`src/rtl/hough_uart_ctrl.sv`:
```
// Frame sequencer between the UART byte stream and the hough_transform core.
// Optional inter-byte receive timeout is enabled with HOUGH_CTRL_TIMEOUT_EN.
module hough_uart_ctrl #(
  parameter int unsigned IMG_BYTES      = 32,
  parameter int unsigned MAX_LINES      = 4,
  parameter logic [7:0]  HDR_RX         = 8'hA5,
  parameter logic [7:0]  HDR_TX         = 8'h5A,
  parameter int unsigned TIMEOUT_CYCLES = 500000
) (
  input  logic                   clk,
  input  logic                   reset_n,
  input  logic                   rx_valid,
  input  logic [7:0]             rx_data,
  output logic                   tx_valid,
  output logic [7:0]             tx_data,
  input  logic                   tx_ready,
  output logic                   h_wr_en,
  output logic [7:0]             h_wr_addr,
  output logic [7:0]             h_wr_data,
  output logic                   h_start,
  input  logic                   h_done,
  input  logic                   h_busy,
  input  logic [7:0]             h_num_lines,
  input  logic [8*MAX_LINES-1:0] h_rho_flat,
  input  logic [8*MAX_LINES-1:0] h_theta_flat,
  input  logic [8*MAX_LINES-1:0] h_votes_flat,
  output logic                   ctrl_busy,
  output logic [7:0]             frame_count,
  output logic                   err_overrun,
  output logic                   err_timeout
);

  localparam int unsigned RESP_LEN = 2 + 3 * MAX_LINES;
  localparam int unsigned IDX_W    = $clog2(RESP_LEN);
`ifdef HOUGH_CTRL_TIMEOUT_EN
  localparam int unsigned TMO_W    = $clog2(TIMEOUT_CYCLES + 1);
`endif

  typedef enum logic [2:0] {
    S_IDLE      = 3'd0,
    S_RX_IMG    = 3'd1,
    S_START     = 3'd2,
    S_WAIT_DONE = 3'd3,
    S_TX        = 3'd4
  } state_t;

  state_t                 state_q, state_d;
  logic [7:0]             count_q, count_d;
  logic                   wr_en_q, wr_en_d;
  logic [7:0]             wr_addr_q, wr_addr_d;
  logic [7:0]             wr_data_q, wr_data_d;
  logic                   start_q, start_d;
  logic [1:0]             wait_cnt_q, wait_cnt_d;
  logic                   tx_valid_q, tx_valid_d;
  logic [7:0]             tx_data_q, tx_data_d;
  logic [IDX_W-1:0]       tx_idx_q, tx_idx_d;
  logic [7:0]             frame_count_q, frame_count_d;
  logic                   err_overrun_q, err_overrun_d;
  logic                   err_timeout_q, err_timeout_d;
  logic                   ctrl_busy_q, ctrl_busy_d;
  logic [7:0]             num_lines_q, num_lines_d;
  logic [8*MAX_LINES-1:0] rho_q, rho_d;
  logic [8*MAX_LINES-1:0] theta_q, theta_d;
  logic [8*MAX_LINES-1:0] votes_q, votes_d;
`ifdef HOUGH_CTRL_TIMEOUT_EN
  logic [TMO_W-1:0]       tmo_q, tmo_d;
`endif

  // Response byte at position idx; slots beyond the reported line count read as zero.
  function automatic logic [7:0] resp_byte(
    input logic [IDX_W-1:0]       idx,
    input logic [7:0]             nl,
    input logic [8*MAX_LINES-1:0] rho,
    input logic [8*MAX_LINES-1:0] theta,
    input logic [8*MAX_LINES-1:0] votes
  );
    logic [7:0] b;
    b = 8'h00;
    if (idx == IDX_W'(0)) begin
      b = HDR_TX;
    end else if (idx == IDX_W'(1)) begin
      b = nl;
    end else begin
      for (int i = 0; i < int'(MAX_LINES); i++) begin
        if (int'(nl) > i) begin
          if (idx == IDX_W'(2 + 3 * i)) begin
            b = rho[8*i +: 8];
          end else if (idx == IDX_W'(3 + 3 * i)) begin
            b = theta[8*i +: 8];
          end else if (idx == IDX_W'(4 + 3 * i)) begin
            b = votes[8*i +: 8];
          end else begin
            b = b;
          end
        end else begin
          b = b;
        end
      end
    end
    return b;
  endfunction

  // Next-state and next-output computation for the frame sequencer.
  always_comb begin
    state_d       = state_q;
    count_d       = count_q;
    wr_en_d       = 1'b0;
    wr_addr_d     = wr_addr_q;
    wr_data_d     = wr_data_q;
    start_d       = 1'b0;
    wait_cnt_d    = wait_cnt_q;
    tx_valid_d    = tx_valid_q;
    tx_data_d     = tx_data_q;
    tx_idx_d      = tx_idx_q;
    frame_count_d = frame_count_q;
    err_overrun_d = err_overrun_q;
    err_timeout_d = err_timeout_q;
    num_lines_d   = num_lines_q;
    rho_d         = rho_q;
    theta_d       = theta_q;
    votes_d       = votes_q;
`ifdef HOUGH_CTRL_TIMEOUT_EN
    tmo_d         = tmo_q;
`endif

    case (state_q)
      S_IDLE: begin
        if (rx_valid && (rx_data == HDR_RX)) begin
          state_d       = S_RX_IMG;
          count_d       = 8'd0;
          err_overrun_d = 1'b0;
          err_timeout_d = 1'b0;
`ifdef HOUGH_CTRL_TIMEOUT_EN
          tmo_d         = '0;
`endif
        end else begin
          state_d = S_IDLE;
        end
      end
      S_RX_IMG: begin
        if (rx_valid) begin
          wr_en_d   = 1'b1;
          wr_addr_d = count_q;
          wr_data_d = rx_data;
          count_d   = count_q + 8'd1;
`ifdef HOUGH_CTRL_TIMEOUT_EN
          tmo_d     = '0;
`endif
          if (count_q == 8'(IMG_BYTES - 1)) begin
            state_d = S_START;
          end else begin
            state_d = S_RX_IMG;
          end
`ifdef HOUGH_CTRL_TIMEOUT_EN
        end else if (tmo_q == TMO_W'(TIMEOUT_CYCLES - 1)) begin
          err_timeout_d = 1'b1;
          state_d       = S_IDLE;
        end else begin
          tmo_d = tmo_q + TMO_W'(1);
`else
        end else begin
          state_d = S_RX_IMG;
`endif
        end
      end
      S_START: begin
        if (rx_valid) begin
          err_overrun_d = 1'b1;
        end else begin
          err_overrun_d = err_overrun_q;
        end
        if (!h_busy) begin
          start_d    = 1'b1;
          wait_cnt_d = 2'd0;
          state_d    = S_WAIT_DONE;
        end else begin
          state_d = S_START;
        end
      end
      S_WAIT_DONE: begin
        if (rx_valid) begin
          err_overrun_d = 1'b1;
        end else begin
          err_overrun_d = err_overrun_q;
        end
        // A done level left over from the previous run is ignored until the core has seen start.
        if (h_done && (wait_cnt_q == 2'd2)) begin
          num_lines_d = h_num_lines;
          rho_d       = h_rho_flat;
          theta_d     = h_theta_flat;
          votes_d     = h_votes_flat;
          tx_valid_d  = 1'b1;
          tx_data_d   = HDR_TX;
          tx_idx_d    = IDX_W'(0);
          state_d     = S_TX;
        end else if (wait_cnt_q != 2'd2) begin
          wait_cnt_d = wait_cnt_q + 2'd1;
        end else begin
          state_d = S_WAIT_DONE;
        end
      end
      S_TX: begin
        if (rx_valid) begin
          err_overrun_d = 1'b1;
        end else begin
          err_overrun_d = err_overrun_q;
        end
        if (tx_valid_q && tx_ready) begin
          if (tx_idx_q == IDX_W'(RESP_LEN - 1)) begin
            tx_valid_d    = 1'b0;
            tx_data_d     = 8'h00;
            frame_count_d = frame_count_q + 8'd1;
            state_d       = S_IDLE;
          end else begin
            tx_idx_d  = tx_idx_q + IDX_W'(1);
            tx_data_d = resp_byte(tx_idx_q + IDX_W'(1), num_lines_q, rho_q, theta_q, votes_q);
          end
        end else begin
          state_d = S_TX;
        end
      end
      default: begin
        state_d    = S_IDLE;
        tx_valid_d = 1'b0;
      end
    endcase

    ctrl_busy_d = (state_d != S_IDLE);
  end

  // State and output registers with synchronous active-low reset.
  always_ff @(posedge clk) begin
    if (!reset_n) begin
      state_q       <= S_IDLE;
      count_q       <= 8'd0;
      wr_en_q       <= 1'b0;
      wr_addr_q     <= 8'd0;
      wr_data_q     <= 8'd0;
      start_q       <= 1'b0;
      wait_cnt_q    <= 2'd0;
      tx_valid_q    <= 1'b0;
      tx_data_q     <= 8'd0;
      tx_idx_q      <= '0;
      frame_count_q <= 8'd0;
      err_overrun_q <= 1'b0;
      err_timeout_q <= 1'b0;
      ctrl_busy_q   <= 1'b0;
      num_lines_q   <= 8'd0;
      rho_q         <= '0;
      theta_q       <= '0;
      votes_q       <= '0;
`ifdef HOUGH_CTRL_TIMEOUT_EN
      tmo_q         <= '0;
`endif
    end else begin
      state_q       <= state_d;
      count_q       <= count_d;
      wr_en_q       <= wr_en_d;
      wr_addr_q     <= wr_addr_d;
      wr_data_q     <= wr_data_d;
      start_q       <= start_d;
      wait_cnt_q    <= wait_cnt_d;
      tx_valid_q    <= tx_valid_d;
      tx_data_q     <= tx_data_d;
      tx_idx_q      <= tx_idx_d;
      frame_count_q <= frame_count_d;
      err_overrun_q <= err_overrun_d;
      err_timeout_q <= err_timeout_d;
      ctrl_busy_q   <= ctrl_busy_d;
      num_lines_q   <= num_lines_d;
      rho_q         <= rho_d;
      theta_q       <= theta_d;
      votes_q       <= votes_d;
`ifdef HOUGH_CTRL_TIMEOUT_EN
      tmo_q         <= tmo_d;
`endif
    end
  end

  assign tx_valid    = tx_valid_q;
  assign tx_data     = tx_data_q;
  assign h_wr_en     = wr_en_q;
  assign h_wr_addr   = wr_addr_q;
  assign h_wr_data   = wr_data_q;
  assign h_start     = start_q;
  assign ctrl_busy   = ctrl_busy_q;
  assign frame_count = frame_count_q;
  assign err_overrun = err_overrun_q;
  assign err_timeout = err_timeout_q;

endmodule

```
`config.mk`:
```
export PLATFORM = sky130hd
export DESIGN_NAME = hough_uart_ctrl
export DESIGN_NICKNAME = d
export VERILOG_FILES = /design/src/rtl/hough_uart_ctrl.sv
export SDC_FILE = /design/constraint.sdc
export NUM_CORES = 1
export LEC_CHECK = 0
export ABC_CLOCK_PERIOD_IN_PS = 2900
export CAP_MARGIN = 10
export CELL_PAD_IN_SITES_DETAIL_PLACEMENT = 2
export CELL_PAD_IN_SITES_GLOBAL_PLACEMENT = 2
export CORE_MARGIN = 2
export CORE_UTILIZATION = 29
export DETAILED_ROUTE_END_ITERATION = 8
export PLACE_DENSITY = 0.81
export SYNTH_ARGS = -nofsm -noshare
export SYNTH_HDL_FRONTEND = slang
export SYNTH_SLANG_ARGS = --single-unit
```
`constraint.sdc`:
```
create_clock -name clk -period 2.9 [get_ports clk]
set_clock_uncertainty 0.15 [all_clocks]
set_input_delay 0.58 -clock clk [delete_from_list [all_inputs] [get_ports clk]]
set_output_delay 0.58 -clock clk [all_outputs]
set_load 0.01 [all_outputs]
```
==> flow_summary.ini <==
[logic_synthesis]
avgSynthCellArea_um2 = 7.41
ys_seq_area_share_pct = 42.2
synthTopCellsByArea = dfxtp_1 (42%), nand2_1 (15%), a21oi_1 (10%), clkbuf_1 (3.3%), nor2_1 (2.5%)
syn-num-nets = 1138
synthDistinctLibCells = 65
synthCells = 1012
synth_edf_count = 0
netlist_top_cells_count = nand2_1 (298), dfxtp_1 (158), a21oi_1 (155)
syn_area_um2 = 7500
yosysMostFrequentCell = nand2_1
ys_seq_elements = 158
synth_area_leader_cell = dfxtp_1
async_flop_share_pct = 0
synthFlopType = dfxtp_1
yosysTopAreaCellShare_pct = 42.2
yosys_warnings = 0

[clock_network]
clk_pin_slew_ps = 70
post_cts_buffers = 0
root_buffer = clkbuf_16
cts.sinks = 158
tritoncts = yes
cts_buffers = 17
clk-insertion-delay-late_ps = 440
h-tree-depth = 4
holdBufCountCts = 0
clk_path_buf_depth = 2

[die]
dieArea_um2 = 27200
initial_utilization_pct = 29.7
rows = 58
fp.dieH_um = 165
num_io_pins = 156
coreArea_um2 = 25300
fp.dieW_um = 165

[sta]
tightest_slew_ps = 616
hold_viol = 0
setup_viol = 0
max_freq_mhz = 352
fin_tns_setup_ps = 0
fin_crit_sh_pct = 98.0
worst_hold_slack_ps = 306
slew_violations = 0
grt_setup_unrepaired = false
slew_headroom_pct = 58.8
fin_crit_ps = 2840

[cells_and_area]
syn_to_final_growth_pct = 34.4
multiInputGateArea_um2 = 4010
diodes = 0
fin_nets = 1271
layout-drive-gt1-share_pct = 7.08
final_util_pct = 39.9
finalInstanceArea_um2 = 10100
nFillCells = 2895
seq_area_um2 = 3160

[status]
status = completed

[global_route]
grt_max_degree = 77
antenna_found_initial = 0
grt_pass1_wl_um = 46700
grt-ovfl-total = 0
grt_util_met3_pct = 3.49
gr-usage-met2_pct = 39.6
use_met1_pct = 28.2
grt_pass1_vias = 8385
grtUsageTotal_pct = 22.4
top_usage_layer = met2

[power_and_ir_drop]
power_density_nw_per_um2 = 460
peakVddDrop_mv = 0.263
power_frac_comb_pct = 4.7
p_total_mw = 4.63
p_sw_mw = 1.11
swShare_pct = 23.9
seqPwrFrac_pct = 46.8
p_leak_nw = 3.35
p_clk_share_pct = 48.5
p_int_mw = 3.53

[setup_path]
critPathCaptureType = flop
required_ps = 3060
crit_path_start_kind = flop
cp.arrival_ps = 3010
r2r_start = num_lines_q[7]
critPathLaunch = num_lines_q[7]
worstPathMaxFanout = 8
critPathKind = reg -> reg

[drt]
first_iter_violations = 453
vias = 7977
vias_per_cell = 5.36
routed_wl_um = 29900
ant_nets = 0
drc = 0
drt_pass1_iterations = 5
wl_per_cell_um = 20.1

[placed_design]
dpl-instance-area_um2 = 9480
dp_hpwl_um = 21900
place_congestion = 0.889
io_buffers = 154

[hold_path]
hold_start = votes_q[17]
hold_class = reg -> reg

[job]
maxCapViolCount = 0
-- per-layer routing --
metal	routed length, µm	share of wire (%)	up-vias
li1	-	-	3785
met1	13400	45	3956
met2	14700	49	204
met3	1270	4.3	32
met4	477	1.6	0
met5	0	0	-
-- sequential cells by signal, indices dropped and copies added, names as in the netlist, 8 cells and up --
| signal | cells |
|---|---|
| h_wr_data | 8 |
| rho_q | 32 |
| theta_q | 32 |
| num_lines_q | 8 |
| count_q | 8 |
| tx_data | 8 |
| votes_q | 32 |
| frame_count | 8 |
| h_wr_addr | 8 |
-- critical path: stages (launching register included) --
cell and delay, ps:
dfxtp_1 330, or4_1 530, or3_1 420, or3_1 500
o211a_1 210, o221ai_1 330, o22a_1 180, o21ai_1 60
-- kinds of logic after synthesis --
kind of cell | count (synthesis) | synth area share [%]
simple gates | 433 | 24.5
compound gates | 312 | 26.0
flops | 158 | 42.2
buf+inv | 87 | 4.47
xor+xnor | 13 | 1.52
fa+ha+maj | 8 | 1.33
other cells | 1 | 0.0500
-- metrics by stage --
stage | setup slack (ps) | cells
6_report | 58.2 | 1488
5_1_grt | 11.0 | 1488
4_1_cts | 113 | 1488
3_5_place_dp | 134 | 1456
3_3_place_gp | 244 | 1456
2_1_floorplan | 473 | 1012
-- repair_timing --
action                                  CTS  global route
resized for setup                         0             3
endpoints found under the hold margin     0             0
endpoints found under the setup margin    0             4
-- path summary, 6_finish.rpt --
kind / endpoint / slack [ps] / depth (start not counted)
max: tx_data[6] / 60 / 7
min: votes_q[17] / 310 / 2
max reg2reg: tx_data[6] / 60 / 7
min reg2reg: votes_q[17] / 310 / 2
-- layout by cell type, fill, tap and decap left out, drive strengths merged, types with 4 or more instances in the layout --
cell,n
nand2,298
dfxtp,158
a21oi,157
clkdlybuf4s50,154
nor2,49
o21ai,42
buf,34
clkbuf,17
inv,17
nor3,13
o22ai,13
o221ai,12
nand3,12
and3,10
nand2b,10
and2,10
a31oi,9
xor2,8
a21boi,8
ha,8
nand4,7
a221oi,7
o32ai,6
a211oi,6
clkinv,6
o211a,5
nor2b,5
a22oi,5
xnor2,5
a21o,4
clkinvlp,4
nor3b,4
-- power by group through the flow --
stage	registers (mW)	clock network [mW]	logic, mW
after CTS	2.17	2.30	0.222
final	2.17	2.25	0.218
after global routing	2.17	2.40	0.232
after global placement	2.22	0	0.217
after floorplan	2.22	0	0.0360
after detailed placement	2.22	0	0.218
-- layout make-up --
| cell class | instances | area share [%] |
|---|---|---|
| clock inverters | 15 | 1.56 |
| well taps | 330 | 4.10 |
| clock buffers | 17 | 4.22 |
| inverters | 13 | 0.546 |
| multi-input cells | 767 | 39.8 |
| repair buffers | 188 | 18.3 |
| flip-flops and latches | 158 | 31.4 |
No activity file was read; power rests on OpenSTA's default activity.
